<file path="config.mk">
export PLATFORM = sky130hd
export DESIGN_NAME = load_store_unit_flat
export DESIGN_NICKNAME = d
export VERILOG_FILES = /design/src/rtl/lsu_pkg.sv /design/src/rtl/lsu_if.sv /design/src/rtl/lsu_align.sv /design/src/rtl/load_store_unit.sv /design/src/flat_wrapper.sv
export SDC_FILE = /design/constraint.sdc
export NUM_CORES = 1
export LEC_CHECK = 0
export BUFFER_PORTS_ARGS = -buffer_cell sky130_fd_sc_hd__buf_2
export CORE_MARGIN = 4
export CORE_UTILIZATION = 37
export CTS_BUF_LIST = sky130_fd_sc_hd__clkbuf_8
export DETAILED_ROUTE_END_ITERATION = 7
export PLACE_DENSITY = 0.57
export REMOVE_ABC_BUFFERS = 1
export SLEW_MARGIN = 20
export SYNTH_ARGS = -nofsm -noshare
export SYNTH_HDL_FRONTEND = slang
export SYNTH_SLANG_ARGS = --single-unit
</file>
<file path="constraint.sdc">
create_clock -name clk -period 9.56 [get_ports clk]
set_input_delay 0.478 -clock clk [delete_from_list [all_inputs] [get_ports clk]]
set_output_delay 0.478 -clock clk [all_outputs]
set_load 0.02 [all_outputs]
</file>
<file path="src/rtl/lsu_pkg.sv">
// Shared definitions for the data-side load/store unit: FSM encoding,
// RV64 access width codes, AXI constants and the alignment predicate.
package lsu_pkg;

    localparam int XLEN = 64;

    localparam logic [2:0] ST_IDLE       = 3'd0;
    localparam logic [2:0] ST_R_ADDR     = 3'd1;
    localparam logic [2:0] ST_R_DATA     = 3'd2;
    localparam logic [2:0] ST_W_ADDRDATA = 3'd3;
    localparam logic [2:0] ST_W_RESP     = 3'd4;
    localparam logic [2:0] ST_RESP       = 3'd5;

    typedef enum logic [1:0] {
        SZ_B = 2'd0,
        SZ_H = 2'd1,
        SZ_W = 2'd2,
        SZ_D = 2'd3
    } size_e;

    typedef enum logic [2:0] {
        F3_LB      = 3'b000,
        F3_LH      = 3'b001,
        F3_LW      = 3'b010,
        F3_LD      = 3'b011,
        F3_LBU     = 3'b100,
        F3_LHU     = 3'b101,
        F3_LWU     = 3'b110,
        F3_ILLEGAL = 3'b111
    } funct3_e;

    localparam logic [1:0] AXI_RESP_OKAY = 2'b00;
    localparam logic [2:0] AXI_SIZE_8B   = 3'd3;

    // True when the byte offset is not a multiple of the access size.
    function automatic logic is_misaligned(input logic [1:0] size, input logic [2:0] offset);
        logic mis;
        case (size)
            SZ_B:    mis = 1'b0;
            SZ_H:    mis = offset[0];
            SZ_W:    mis = |offset[1:0];
            default: mis = |offset;
        endcase
        return mis;
    endfunction

endpackage

</file>
<file path="src/rtl/lsu_if.sv">
// Bundle of the execute-side request, writeback result and the AXI data
// channels owned by the load/store unit.
interface lsu_if #(
    parameter int ADDR_WIDTH = 64,
    parameter int DATA_WIDTH = 64
);
    logic                    ex_valid;
    logic                    ex_ready;
    logic                    ex_load;
    logic                    ex_store;
    logic [2:0]              ex_funct3;
    logic [ADDR_WIDTH-1:0]   ex_addr;
    logic [DATA_WIDTH-1:0]   ex_wdata;
    logic                    wb_valid;
    logic [DATA_WIDTH-1:0]   wb_data;
    logic                    wb_err;
    logic [ADDR_WIDTH-1:0]   m_axi_araddr;
    logic [2:0]              m_axi_arsize;
    logic                    m_axi_arvalid;
    logic                    m_axi_arready;
    logic [DATA_WIDTH-1:0]   m_axi_rdata;
    logic [1:0]              m_axi_rresp;
    logic                    m_axi_rvalid;
    logic                    m_axi_rready;
    logic [ADDR_WIDTH-1:0]   m_axi_awaddr;
    logic [2:0]              m_axi_awsize;
    logic                    m_axi_awvalid;
    logic                    m_axi_awready;
    logic [DATA_WIDTH-1:0]   m_axi_wdata;
    logic [DATA_WIDTH/8-1:0] m_axi_wstrb;
    logic                    m_axi_wvalid;
    logic                    m_axi_wready;
    logic [1:0]              m_axi_bresp;
    logic                    m_axi_bvalid;
    logic                    m_axi_bready;

    modport master (
        input  ex_valid, ex_load, ex_store, ex_funct3, ex_addr, ex_wdata,
        input  m_axi_arready, m_axi_rdata, m_axi_rresp, m_axi_rvalid,
        input  m_axi_awready, m_axi_wready, m_axi_bresp, m_axi_bvalid,
        output ex_ready, wb_valid, wb_data, wb_err,
        output m_axi_araddr, m_axi_arsize, m_axi_arvalid, m_axi_rready,
        output m_axi_awaddr, m_axi_awsize, m_axi_awvalid,
        output m_axi_wdata, m_axi_wstrb, m_axi_wvalid, m_axi_bready
    );

    modport slave (
        output ex_valid, ex_load, ex_store, ex_funct3, ex_addr, ex_wdata,
        output m_axi_arready, m_axi_rdata, m_axi_rresp, m_axi_rvalid,
        output m_axi_awready, m_axi_wready, m_axi_bresp, m_axi_bvalid,
        input  ex_ready, wb_valid, wb_data, wb_err,
        input  m_axi_araddr, m_axi_arsize, m_axi_arvalid, m_axi_rready,
        input  m_axi_awaddr, m_axi_awsize, m_axi_awvalid,
        input  m_axi_wdata, m_axi_wstrb, m_axi_wvalid, m_axi_bready
    );
endinterface

</file>
<file path="src/rtl/lsu_align.sv">
// Byte-lane steering: store data/strobe placement and load lane extraction
// with sign or zero extension. Purely combinational.
module lsu_align
    import lsu_pkg::*;
(
    input  logic [2:0]      funct3,
    input  logic [2:0]      offset,
    input  logic [XLEN-1:0] store_data,
    input  logic [XLEN-1:0] rdata,
    output logic [XLEN-1:0] wdata,
    output logic [7:0]      wstrb,
    output logic [XLEN-1:0] load_data
);
    logic [5:0]      shamt_s;
    logic [XLEN-1:0] lane_s;

    // Lane shift, strobe and load extension.
    always_comb begin
        shamt_s = {offset, 3'b000};
        lane_s  = rdata >> shamt_s;
        wdata   = store_data << shamt_s;
        case (funct3[1:0])
            SZ_B:    wstrb = 8'h01 << offset;
            SZ_H:    wstrb = 8'h03 << offset;
            SZ_W:    wstrb = 8'h0F << offset;
            default: wstrb = 8'hFF << offset;
        endcase
        case (funct3)
            F3_LB:   load_data = {{56{lane_s[7]}}, lane_s[7:0]};
            F3_LH:   load_data = {{48{lane_s[15]}}, lane_s[15:0]};
            F3_LW:   load_data = {{32{lane_s[31]}}, lane_s[31:0]};
            F3_LD:   load_data = lane_s;
            F3_LBU:  load_data = {56'd0, lane_s[7:0]};
            F3_LHU:  load_data = {48'd0, lane_s[15:0]};
            F3_LWU:  load_data = {32'd0, lane_s[31:0]};
            default: load_data = {XLEN{1'b0}};
        endcase
    end
endmodule

</file>
<file path="src/rtl/load_store_unit.sv">
// Memory stage: turns one accepted execute op into a single-beat AXI read or
// write (or a pass-through) and emits one registered writeback result.
module load_store_unit
    import lsu_pkg::*;
#(
    parameter int ADDR_WIDTH = 64,
    parameter int DATA_WIDTH = 64
) (
    input logic   clk,
    input logic   reset,
    lsu_if.master bus
);
    logic [2:0]              state_r;
    logic                    ex_ready_r, arvalid_r, rready_r, awvalid_r, wvalid_r, bready_r;
    logic                    wb_valid_r, wb_err_r;
    logic [ADDR_WIDTH-1:0]   araddr_r, awaddr_r;
    logic [DATA_WIDTH-1:0]   wdata_r, wb_data_r;
    logic [DATA_WIDTH/8-1:0] wstrb_r;
    logic [2:0]              funct3_r, offset_r;

    logic                    accept_s, pass_s, mis_s, load_ok_s, store_ok_s, aw_fin_s, w_fin_s;
    logic [2:0]              align_f3_s, align_off_s;
    logic [ADDR_WIDTH-1:0]   line_addr_s;
    logic [DATA_WIDTH-1:0]   st_lane_s, ld_ext_s;
    logic [7:0]              strb_s;

    // Op decode and handshake completion terms.
    always_comb begin
        accept_s    = bus.ex_valid & ex_ready_r;
        pass_s      = ~bus.ex_load & ~bus.ex_store;
        mis_s       = is_misaligned(bus.ex_funct3[1:0], bus.ex_addr[2:0]);
        load_ok_s   = bus.ex_load & ~bus.ex_store & (bus.ex_funct3 != F3_ILLEGAL) & ~mis_s;
        store_ok_s  = bus.ex_store & ~bus.ex_load & ~bus.ex_funct3[2] & ~mis_s;
        line_addr_s = {bus.ex_addr[ADDR_WIDTH-1:3], 3'b000};
        aw_fin_s    = ~awvalid_r | bus.m_axi_awready;
        w_fin_s     = ~wvalid_r | bus.m_axi_wready;
        // Stores are steered from the live request; loads extend using the captured op.
        if (state_r == ST_IDLE) begin
            align_f3_s  = bus.ex_funct3;
            align_off_s = bus.ex_addr[2:0];
        end else begin
            align_f3_s  = funct3_r;
            align_off_s = offset_r;
        end
    end

    lsu_align u_align (
        .funct3     (align_f3_s),
        .offset     (align_off_s),
        .store_data (bus.ex_wdata),
        .rdata      (bus.m_axi_rdata),
        .wdata      (st_lane_s),
        .wstrb      (strb_s),
        .load_data  (ld_ext_s)
    );

    // Transaction FSM and all registered outputs.
    always_ff @(posedge clk or posedge reset) begin
        if (reset) begin
            state_r    <= ST_IDLE;
            ex_ready_r <= 1'b0;
            arvalid_r  <= 1'b0;
            rready_r   <= 1'b0;
            awvalid_r  <= 1'b0;
            wvalid_r   <= 1'b0;
            bready_r   <= 1'b0;
            wb_valid_r <= 1'b0;
            wb_err_r   <= 1'b0;
            wb_data_r  <= '0;
            araddr_r   <= '0;
            awaddr_r   <= '0;
            wdata_r    <= '0;
            wstrb_r    <= '0;
            funct3_r   <= 3'd0;
            offset_r   <= 3'd0;
        end else begin
            case (state_r)
                ST_IDLE: begin
                    if (accept_s) begin
                        ex_ready_r <= 1'b0;
                        funct3_r   <= bus.ex_funct3;
                        offset_r   <= bus.ex_addr[2:0];
                        if (load_ok_s) begin
                            state_r   <= ST_R_ADDR;
                            arvalid_r <= 1'b1;
                            araddr_r  <= line_addr_s;
                        end else if (store_ok_s) begin
                            state_r   <= ST_W_ADDRDATA;
                            awvalid_r <= 1'b1;
                            wvalid_r  <= 1'b1;
                            awaddr_r  <= line_addr_s;
                            wdata_r   <= st_lane_s;
                            wstrb_r   <= strb_s;
                        end else begin
                            // Pass-through and every rejected op finish without touching the bus.
                            state_r    <= ST_RESP;
                            wb_valid_r <= 1'b1;
                            wb_err_r   <= ~pass_s;
                            wb_data_r  <= pass_s ? DATA_WIDTH'(bus.ex_addr) : '0;
                        end
                    end else begin
                        ex_ready_r <= 1'b1;
                    end
                end
                ST_R_ADDR: begin
                    if (bus.m_axi_arready) begin
                        arvalid_r <= 1'b0;
                        rready_r  <= 1'b1;
                        state_r   <= ST_R_DATA;
                    end
                end
                ST_R_DATA: begin
                    if (bus.m_axi_rvalid) begin
                        rready_r   <= 1'b0;
                        state_r    <= ST_RESP;
                        wb_valid_r <= 1'b1;
                        wb_err_r   <= (bus.m_axi_rresp != AXI_RESP_OKAY);
                        wb_data_r  <= (bus.m_axi_rresp != AXI_RESP_OKAY) ? '0 : ld_ext_s;
                    end
                end
                ST_W_ADDRDATA: begin
                    if (bus.m_axi_awready) awvalid_r <= 1'b0;
                    if (bus.m_axi_wready)  wvalid_r  <= 1'b0;
                    if (aw_fin_s && w_fin_s) begin
                        state_r  <= ST_W_RESP;
                        bready_r <= 1'b1;
                    end
                end
                ST_W_RESP: begin
                    if (bus.m_axi_bvalid) begin
                        bready_r   <= 1'b0;
                        state_r    <= ST_RESP;
                        wb_valid_r <= 1'b1;
                        wb_err_r   <= (bus.m_axi_bresp != AXI_RESP_OKAY);
                        wb_data_r  <= '0;
                    end
                end
                ST_RESP: begin
                    wb_valid_r <= 1'b0;
                    ex_ready_r <= 1'b1;
                    state_r    <= ST_IDLE;
                end
                default: begin
                    state_r    <= ST_IDLE;
                    ex_ready_r <= 1'b0;
                    arvalid_r  <= 1'b0;
                    rready_r   <= 1'b0;
                    awvalid_r  <= 1'b0;
                    wvalid_r   <= 1'b0;
                    bready_r   <= 1'b0;
                    wb_valid_r <= 1'b0;
                end
            endcase
        end
    end

    assign bus.ex_ready      = ex_ready_r;
    assign bus.wb_valid      = wb_valid_r;
    assign bus.wb_data       = wb_data_r;
    assign bus.wb_err        = wb_err_r;
    assign bus.m_axi_araddr  = araddr_r;
    assign bus.m_axi_arsize  = AXI_SIZE_8B;
    assign bus.m_axi_arvalid = arvalid_r;
    assign bus.m_axi_rready  = rready_r;
    assign bus.m_axi_awaddr  = awaddr_r;
    assign bus.m_axi_awsize  = AXI_SIZE_8B;
    assign bus.m_axi_awvalid = awvalid_r;
    assign bus.m_axi_wdata   = wdata_r;
    assign bus.m_axi_wstrb   = wstrb_r;
    assign bus.m_axi_wvalid  = wvalid_r;
    assign bus.m_axi_bready  = bready_r;
endmodule

</file>
<file path="src/flat_wrapper.sv">
// flat-port wrapper written by rule: the top's interface ports become plain ports
module load_store_unit_flat import lsu_pkg::*;
#(
    parameter int ADDR_WIDTH = 64,
    parameter int DATA_WIDTH = 64
)
  (clk, reset, bus_ex_valid, bus_ex_load, bus_ex_store, bus_ex_funct3, bus_ex_addr, bus_ex_wdata, bus_m_axi_arready, bus_m_axi_rdata, bus_m_axi_rresp, bus_m_axi_rvalid, bus_m_axi_awready, bus_m_axi_wready, bus_m_axi_bresp, bus_m_axi_bvalid, bus_ex_ready, bus_wb_valid, bus_wb_data, bus_wb_err, bus_m_axi_araddr, bus_m_axi_arsize, bus_m_axi_arvalid, bus_m_axi_rready, bus_m_axi_awaddr, bus_m_axi_awsize, bus_m_axi_awvalid, bus_m_axi_wdata, bus_m_axi_wstrb, bus_m_axi_wvalid, bus_m_axi_bready);
  lsu_if #(.ADDR_WIDTH(ADDR_WIDTH), .DATA_WIDTH(DATA_WIDTH)) bus_i ();
  input logic clk;
  input logic reset;
  input wire logic [$bits(bus_i.ex_valid)-1:0] bus_ex_valid;
  input wire logic [$bits(bus_i.ex_load)-1:0] bus_ex_load;
  input wire logic [$bits(bus_i.ex_store)-1:0] bus_ex_store;
  input wire logic [$bits(bus_i.ex_funct3)-1:0] bus_ex_funct3;
  input wire logic [$bits(bus_i.ex_addr)-1:0] bus_ex_addr;
  input wire logic [$bits(bus_i.ex_wdata)-1:0] bus_ex_wdata;
  input wire logic [$bits(bus_i.m_axi_arready)-1:0] bus_m_axi_arready;
  input wire logic [$bits(bus_i.m_axi_rdata)-1:0] bus_m_axi_rdata;
  input wire logic [$bits(bus_i.m_axi_rresp)-1:0] bus_m_axi_rresp;
  input wire logic [$bits(bus_i.m_axi_rvalid)-1:0] bus_m_axi_rvalid;
  input wire logic [$bits(bus_i.m_axi_awready)-1:0] bus_m_axi_awready;
  input wire logic [$bits(bus_i.m_axi_wready)-1:0] bus_m_axi_wready;
  input wire logic [$bits(bus_i.m_axi_bresp)-1:0] bus_m_axi_bresp;
  input wire logic [$bits(bus_i.m_axi_bvalid)-1:0] bus_m_axi_bvalid;
  output wire logic [$bits(bus_i.ex_ready)-1:0] bus_ex_ready;
  output wire logic [$bits(bus_i.wb_valid)-1:0] bus_wb_valid;
  output wire logic [$bits(bus_i.wb_data)-1:0] bus_wb_data;
  output wire logic [$bits(bus_i.wb_err)-1:0] bus_wb_err;
  output wire logic [$bits(bus_i.m_axi_araddr)-1:0] bus_m_axi_araddr;
  output wire logic [$bits(bus_i.m_axi_arsize)-1:0] bus_m_axi_arsize;
  output wire logic [$bits(bus_i.m_axi_arvalid)-1:0] bus_m_axi_arvalid;
  output wire logic [$bits(bus_i.m_axi_rready)-1:0] bus_m_axi_rready;
  output wire logic [$bits(bus_i.m_axi_awaddr)-1:0] bus_m_axi_awaddr;
  output wire logic [$bits(bus_i.m_axi_awsize)-1:0] bus_m_axi_awsize;
  output wire logic [$bits(bus_i.m_axi_awvalid)-1:0] bus_m_axi_awvalid;
  output wire logic [$bits(bus_i.m_axi_wdata)-1:0] bus_m_axi_wdata;
  output wire logic [$bits(bus_i.m_axi_wstrb)-1:0] bus_m_axi_wstrb;
  output wire logic [$bits(bus_i.m_axi_wvalid)-1:0] bus_m_axi_wvalid;
  output wire logic [$bits(bus_i.m_axi_bready)-1:0] bus_m_axi_bready;
  assign bus_i.ex_valid = bus_ex_valid;
  assign bus_i.ex_load = bus_ex_load;
  assign bus_i.ex_store = bus_ex_store;
  assign bus_i.ex_funct3 = bus_ex_funct3;
  assign bus_i.ex_addr = bus_ex_addr;
  assign bus_i.ex_wdata = bus_ex_wdata;
  assign bus_i.m_axi_arready = bus_m_axi_arready;
  assign bus_i.m_axi_rdata = bus_m_axi_rdata;
  assign bus_i.m_axi_rresp = bus_m_axi_rresp;
  assign bus_i.m_axi_rvalid = bus_m_axi_rvalid;
  assign bus_i.m_axi_awready = bus_m_axi_awready;
  assign bus_i.m_axi_wready = bus_m_axi_wready;
  assign bus_i.m_axi_bresp = bus_m_axi_bresp;
  assign bus_i.m_axi_bvalid = bus_m_axi_bvalid;
  assign bus_ex_ready = bus_i.ex_ready;
  assign bus_wb_valid = bus_i.wb_valid;
  assign bus_wb_data = bus_i.wb_data;
  assign bus_wb_err = bus_i.wb_err;
  assign bus_m_axi_araddr = bus_i.m_axi_araddr;
  assign bus_m_axi_arsize = bus_i.m_axi_arsize;
  assign bus_m_axi_arvalid = bus_i.m_axi_arvalid;
  assign bus_m_axi_rready = bus_i.m_axi_rready;
  assign bus_m_axi_awaddr = bus_i.m_axi_awaddr;
  assign bus_m_axi_awsize = bus_i.m_axi_awsize;
  assign bus_m_axi_awvalid = bus_i.m_axi_awvalid;
  assign bus_m_axi_wdata = bus_i.m_axi_wdata;
  assign bus_m_axi_wstrb = bus_i.m_axi_wstrb;
  assign bus_m_axi_wvalid = bus_i.m_axi_wvalid;
  assign bus_m_axi_bready = bus_i.m_axi_bready;
  load_store_unit #(.ADDR_WIDTH(ADDR_WIDTH), .DATA_WIDTH(DATA_WIDTH)) u_core (.clk(clk), .reset(reset), .bus(bus_i));
endmodule
</file>
==> After elaboration in Yosys (flattened, before gate mapping) <==
Index checks and enable logic that the tools add are counted.
{ "totals": {"reg_bits": 275, "in_bits": 209, "output_inout_bits": 278, "wordCells": 151} }
{ "classes": {"n_eq_ne": 27, "shift": 6, "muxes": 52, "bitwise": 23, "n_reduce_logical": 27} }
{ "ops": {"columns": ["operator", "count"], "rows": [
  ["64-bit 2-to-1 mux", 7],
  ["64-bit one-hot mux with 7 select lines", 1],
  ["64-bit one-hot mux with 3 select lines", 1],
  ["64-bit by 6-bit left shift with 64-bit output", 1],
  ["64-bit by 6-bit right shift with 64-bit output", 1],
  ["3-bit 2-to-1 mux", 9],
  ["1-bit one-hot mux with 3 select lines", 8],
  ["8-bit one-hot mux with 3 select lines", 1],
  ["1-bit 2-to-1 mux", 23],
  ["4-bit OR reduction", 5],
  ["3-bit equality test (second input constant)", 5],
  ["3-bit one-hot mux with 5 select lines", 1],
  ["5-bit AND reduction", 3],
  ["2-bit inequality test (second input constant)", 7],
  ["1-bit inverter", 13],
  ["3-bit by 2-bit equality test with 1-bit output (second input constant)", 4],
  ["6-bit AND reduction", 2],
  ["3-bit AND reduction", 3],
  ["1-bit bitwise AND", 8],
  ["2-bit by 1-bit inequality test with 1-bit output (second input constant)", 4],
  ["4-bit AND reduction", 2],
  ["1-bit by 3-bit left shift with 8-bit output (first input constant)", 1],
  ["2-bit by 3-bit left shift with 8-bit output (first input constant)", 1],
  ["4-bit by 3-bit left shift with 8-bit output (first input constant)", 1],
  ["15 further kinds", 23]
]} }

==> Depth between registers and ports, before layout <==
{ "logic_depth": {"depth_word": 8, "ltp_mapped": 11, "depth_no_buf": 6} }

==> Modules after synthesis <==
A second synthesis with hierarchy kept.
{ "hier_totals": {"cells_unflattened": 1470, "area_unflattened_um2": 16114.2} }
{ "modules_own_cells": {"columns": ["module", "n_inst", "cells_each", "area_each_um2", "seq_area_each_um2"], "rows": [
  ["load_store_unit", 1, 852, 11683.7, 6881.6],
  ["lsu_align", 1, 618, 4430.5, 0.0]
]} }

==> Worst setup path after synthesis <==
OpenSTA, ideal clock, no wires.
{ "synth_timing": {"path_type": "register to register", "start": "register u_core.state_r[1]", "end": "register u_core.wb_data_r[24], in the netlist u_core.bus.wb_data[24]", "setup_time_ns": 0.104, "t_arrival_ns": 2.305, "t_required_ns": 9.456, "slack_ns": 7.151, "path_stages_with_launch": 9, "n_path_buf": 2, "period_less_slack_ns": 2.409, "cell_sequence": "dfrtp_1 > buf_2 > or3_4 > mux2_4 > mux2i_2 > a211oi_2 > nor3_2 > buf_4 > a221oi_1"} }
{ "synth_between": {"elab_chain_cells": 7, "elab_cells_between_ends": 24, "cone_classes": "13 x eq/ne; 1 x shift; 6 x mux; 4 x reduce/logical"} }
{ "synth_lines": {"columns": ["element", "line_no", "rtl"], "rows": [
  ["start, declared", "load_store_unit.sv:13", "logic [2:0] state_r;"],
  ["start signal, assigned", "load_store_unit.sv:60", "state_r <= ST_IDLE;"],
  ["start signal, assigned", "load_store_unit.sv:84", "state_r <= ST_R_ADDR;"],
  ["start signal, assigned", "load_store_unit.sv:88", "state_r <= ST_W_ADDRDATA;"],
  ["3-bit zero test", "load_store_unit.sv:38, load_store_unit.sv:77", null],
  ["3-bit 2-to-1 mux", "load_store_unit.sv:38", "if (state_r == ST_IDLE) begin"],
  ["64-bit by 6-bit right shift with 64-bit output (tied with other cells)", "lsu_align.sv:20", "lane_s = rdata >> shamt_s;"],
  ["64-bit one-hot mux with 7 select lines", "lsu_align.sv:28", "case (funct3)"],
  ["64-bit 2-to-1 mux", "load_store_unit.sv:118", "wb_data_r <= (bus.m_axi_rresp != AXI_RESP_OKAY) ? '0 : ld_ext_s;"],
  ["64-bit 2-to-1 mux", "load_store_unit.sv:113", "if (bus.m_axi_rvalid) begin"],
  ["64-bit one-hot mux with 3 select lines", "load_store_unit.sv:77", "case (state_r)"],
  ["end signal, assigned", "load_store_unit.sv:99", "wb_data_r <= pass_s ? DATA_WIDTH'(bus.ex_addr) : '0;"],
  ["end signal, assigned", "load_store_unit.sv:118", null],
  ["end, declared", "load_store_unit.sv:17", "logic [DATA_WIDTH-1:0] wdata_r, wb_data_r;"]
]} }
Several ways; a longest one is shown, not always the timed one. The select of a mux whose other input is x is not followed.
A chain may end at the register's enable or synchronous reset.

==> Worst setup path in the final report <==
{ "layout_timing": {"start": "register u_core.state_r[0]", "end": "register u_core.wb_data_r[55], in the netlist u_core.bus.wb_data[55]"} }
Same word-level chain as after synthesis.

==> metrics.md <==
| Metric | Value |
|---|---|
| FP Rows | `74` |
| Worst r2r src | `u_core.state_r[0]` |
| Post-synthesis sequential area ratio | `0.448` |
| Number of I/O port buffers | `474` |
| Ports | `487` |
| Drt wl/cell | `23.4 um` |
| Achievable frequency | `0.229 GHz` |
| Post-Route Utilization | `0.465` |
| Clk pwr share | `0.162` |
| Clk_skew | `46.3 ps` |
| Post-route DRC | `0` |
| Switching Share | `0.495` |
| Most frequent cells in the layout | `buf_2, nand2_1, dfrtp_1` |
| Slew Limit Fails | `0` |
| Netlist Area Pre-Place | `15300 sq um` |
| Antenna violations before repair | `18` |
| Synth Area in Simple Gates | `0.166` |
| Post-route setup TNS | `0 ps` |
| DRT iter0 DRCs | `1384` |
| Dpl hpwl | `43500 um` |
| Status | `complete, but fails checks` |
| Share of cells above drive strength 1 | `0.321` |
| Synth Instances | `1673` |
| Mux cell area share after synthesis | `0.109` |
| XOR/XNOR Fraction of Synth Area | `0` |
| Crit Path Class | `reg -> reg` |
| Hold WS | `-0.590 ps` |
| Post-synth EDFFs | `0` |
| Final period utilization | `0.457` |
| Post-synthesis async set-or-reset flop share | `1.00` |
| Syn Area/Cell | `9.17 sq um` |
| Num CTS Buffers | `51` |
| Reg clk slew, reported paths | `60 ps` |
| P_sw | `0.00352 W` |
| Worst-Margin Slew | `1250 ps` |
| Power Density | `374 nW/um^2` |
| Slew margin rel. | `0.164` |
| Max cap viols | `0` |
| Setup bufs post-CTS | `0` |
| Hold Path Class | `in -> async` |
| Synth warn | `0` |
| Die height | `212 um` |
| Core area | `40900 sq um` |
| Combinational Power Share | `0.566` |
| FF-to-FF End | `u_core.bus.wb_data[55]` |
| Die area | `44800 sq um` |
| Via-to-Cell Ratio | `5.69` |
| Post-DP Area | `18000 sq um` |
| CTS root buf | `clkbuf_8` |
| Share of power burned in registers | `0.271` |
| Final instance area | `19000 sq um` |
| FF+latch count, synth | `275` |
| Startpoint types | `flip-flop` |
| CTS tree | `done` |
| FF-to-FF setup slack | `5190 ps` |
| CTS Buffer Depth | `3` |
| Adder-cell share of the synthesized area | `0` |
| GRT overflow | `0` |
| Routed WL | `62300 um` |
| Layout Nets | `2287` |
| Yosys top cell area share | `0.448` |
| H-tree depth | `2` |
| CP Data Arrival Time | `4840 ps` |
| Clk_lat worst skew | `650 ps` |
| Most used DFF post-synth | `dfrtp_1` |
| Cell variety after synth | `70` |
| First-pass GRT wire length | `91200 um` |
| Synth Area in Compound Gates | `0.223` |
| Vias | `15114` |
| Largest net degree at the start of global routing | `167` |
| Starting Density | `0.375` |
| CTS Hold Bufs | `0` |
| Most common cell after layout, fill and taps aside | `buf_2` |
| P&R area growth vs syn | `24.0%` |
| Finish-stage setup viols | `0` |
| Endpoint class of the critical path | `flip-flop` |
| Overall routing resource usage | `0.262` |
| P_leak | `9.70 nW` |
| Vias in the first global route | `14648` |
| CP required | `10020 ps` |
| TritonCTS Sinks | `275` |
| Total Power | `0.00711 W` |
| Top cells by area, synth | `dfrtp_1, nand2_1, mux2i_1, mux2_2, a211oi_1` |
| RD Place Congestion | `0.910` |
| Worst Reg2Reg Path Length in Cells | `8` |
| Final Hold Viols | `1` |
| Yosys top cell by area | `dfrtp_1` |
| Peak VDD IR | `0.187 mV` |
| Critical Path Fanout Max | `54` |
| Failing checks | `negative hold slack` |
| Internal | `0.00359 W` |
| ANT nets after route | `0` |
| Resized Gates After CTS | `0` |
| Unrepaired setup endpoints after global routing | `no` |
| Die Wd | `212 um` |
| First-pass iteration count of the detailed router | `6` |
| Minimum clock period | `4370 ps` |
| Combinational family with the most area after synthesis | `compound AO/OA/AOI/OAI gates` |
-- critical path, cell delays in order, from the launching register on --
cell      delay, ps
dfrtp_1         740
nor3_2         1010
mux2_2          420
buf_4           340
a32oi_1         430
nor4_2          100
nor4_4          540
buf_4           460
a221oi_1        170
-- cell usage after synthesis, drive strengths merged (3+ instances only) --
library cell and n:
nand2 377, dfrtp 275, nor2 90, a21oi 86, buf 83, mux2i 76, o21ai 76, clkbuf 73
mux2 73, a211oi 69, nand3 50, a22o 32, a221oi 28, a32oi 24, a22oi 23, and3 23
o211ai 23, a31oi 19, a311oi 18, nor3 16, inv 15, a21o 12, o31ai 12, nand2b 10
o22ai 10, a211o 9, a2bb2oi 8, a222oi 7, o21a 7, o211a 6, nor2b 5, and2 4
nor4 4, or4b 4, mux4 3, nand3b 3
-- per-stage QoR --
step | instances | worst slack, ps
3_5_place_dp | 2556 | 5220
2_1_floorplan | 1527 | 1500
5_1_grt | 2657 | 4990
4_1_cts | 2645 | 5220
3_3_place_gp | 2556 | 5380
6_report | 2658 | 5190
-- metal layers --
| metal | track usage | wire [um] | vias up | share of wire |
|---|---|---|---|---|
| li1 | - | - | 6915 | - |
| met1 | 0.344 | 25500 | 7346 | 0.41 |
| met2 | 0.421 | 29500 | 702 | 0.47 |
| met3 | 0.0655 | 5340 | 139 | 0.086 |
| met4 | 0.0993 | 1980 | 12 | 0.032 |
| met5 | 0 | 79 | - | 0.0013 |
-- kinds of logic (layout without fill, tap and decap cells) --
family          count (synthesis)  count (layout)
simple gates                  592             592
compound gates                481             481
flops                         275             275
buf+inv                       171             602
mux                           152             152
other cells                     2              24
-- layout make-up --
type | count | area (sq um)
fillers | 4054 | 21900
multi-input cells | 1237 | 7790
flip-flops and latches | 275 | 6880
repair buffers | 498 | 2580
clock buffers | 61 | 840
well taps | 532 | 666
clock inverters | 28 | 180
inverters | 15 | 63.8
diodes | 12 | 30.0
-- sequential cells by signal, summed over array words and instances (netlist names) --
register	flops
u_core.bus.ex_ready	1
u_core.bus.m_axi_araddr	61
u_core.bus.m_axi_arvalid	1
u_core.bus.m_axi_awaddr	61
u_core.bus.m_axi_awvalid	1
u_core.bus.m_axi_bready	1
u_core.bus.m_axi_rready	1
u_core.bus.m_axi_wdata	64
u_core.bus.m_axi_wstrb	8
u_core.bus.m_axi_wvalid	1
u_core.bus.wb_data	64
u_core.bus.wb_err	1
u_core.bus.wb_valid	1
u_core.funct3_r	3
u_core.offset_r	3
u_core.state_r	3
-- power groups by stage --
stage,Combinational (W),Sequential (W),Clock (W)
final,0.00403,0.00193,0.00116
after global routing,0.00430,0.00199,0.00124
after CTS,0.00400,0.00193,0.00119
after detailed placement,0.00399,0.00194,0
after global placement,0.00394,0.00193,0
after floorplan,0.00205,0.00243,0
-- worst max path at each step --
stage	slack (ps)	cells after the start	startpoint	end
floorplan	1500	1	reset	u_core.bus.ex_ready
global placement	5380	5	u_core.state_r[0]	u_core.bus.m_axi_wdata[25]
detailed placement	5220	5	u_core.state_r[0]	u_core.bus.m_axi_wdata[3]
CTS	5220	5	u_core.state_r[0]	u_core.bus.m_axi_wdata[24]
global route	4990	6	u_core.state_r[0]	u_core.bus.m_axi_wdata[10]
finish	5190	8	u_core.state_r[0]	u_core.bus.wb_data[55]
(Power assumes the default switching activity.)
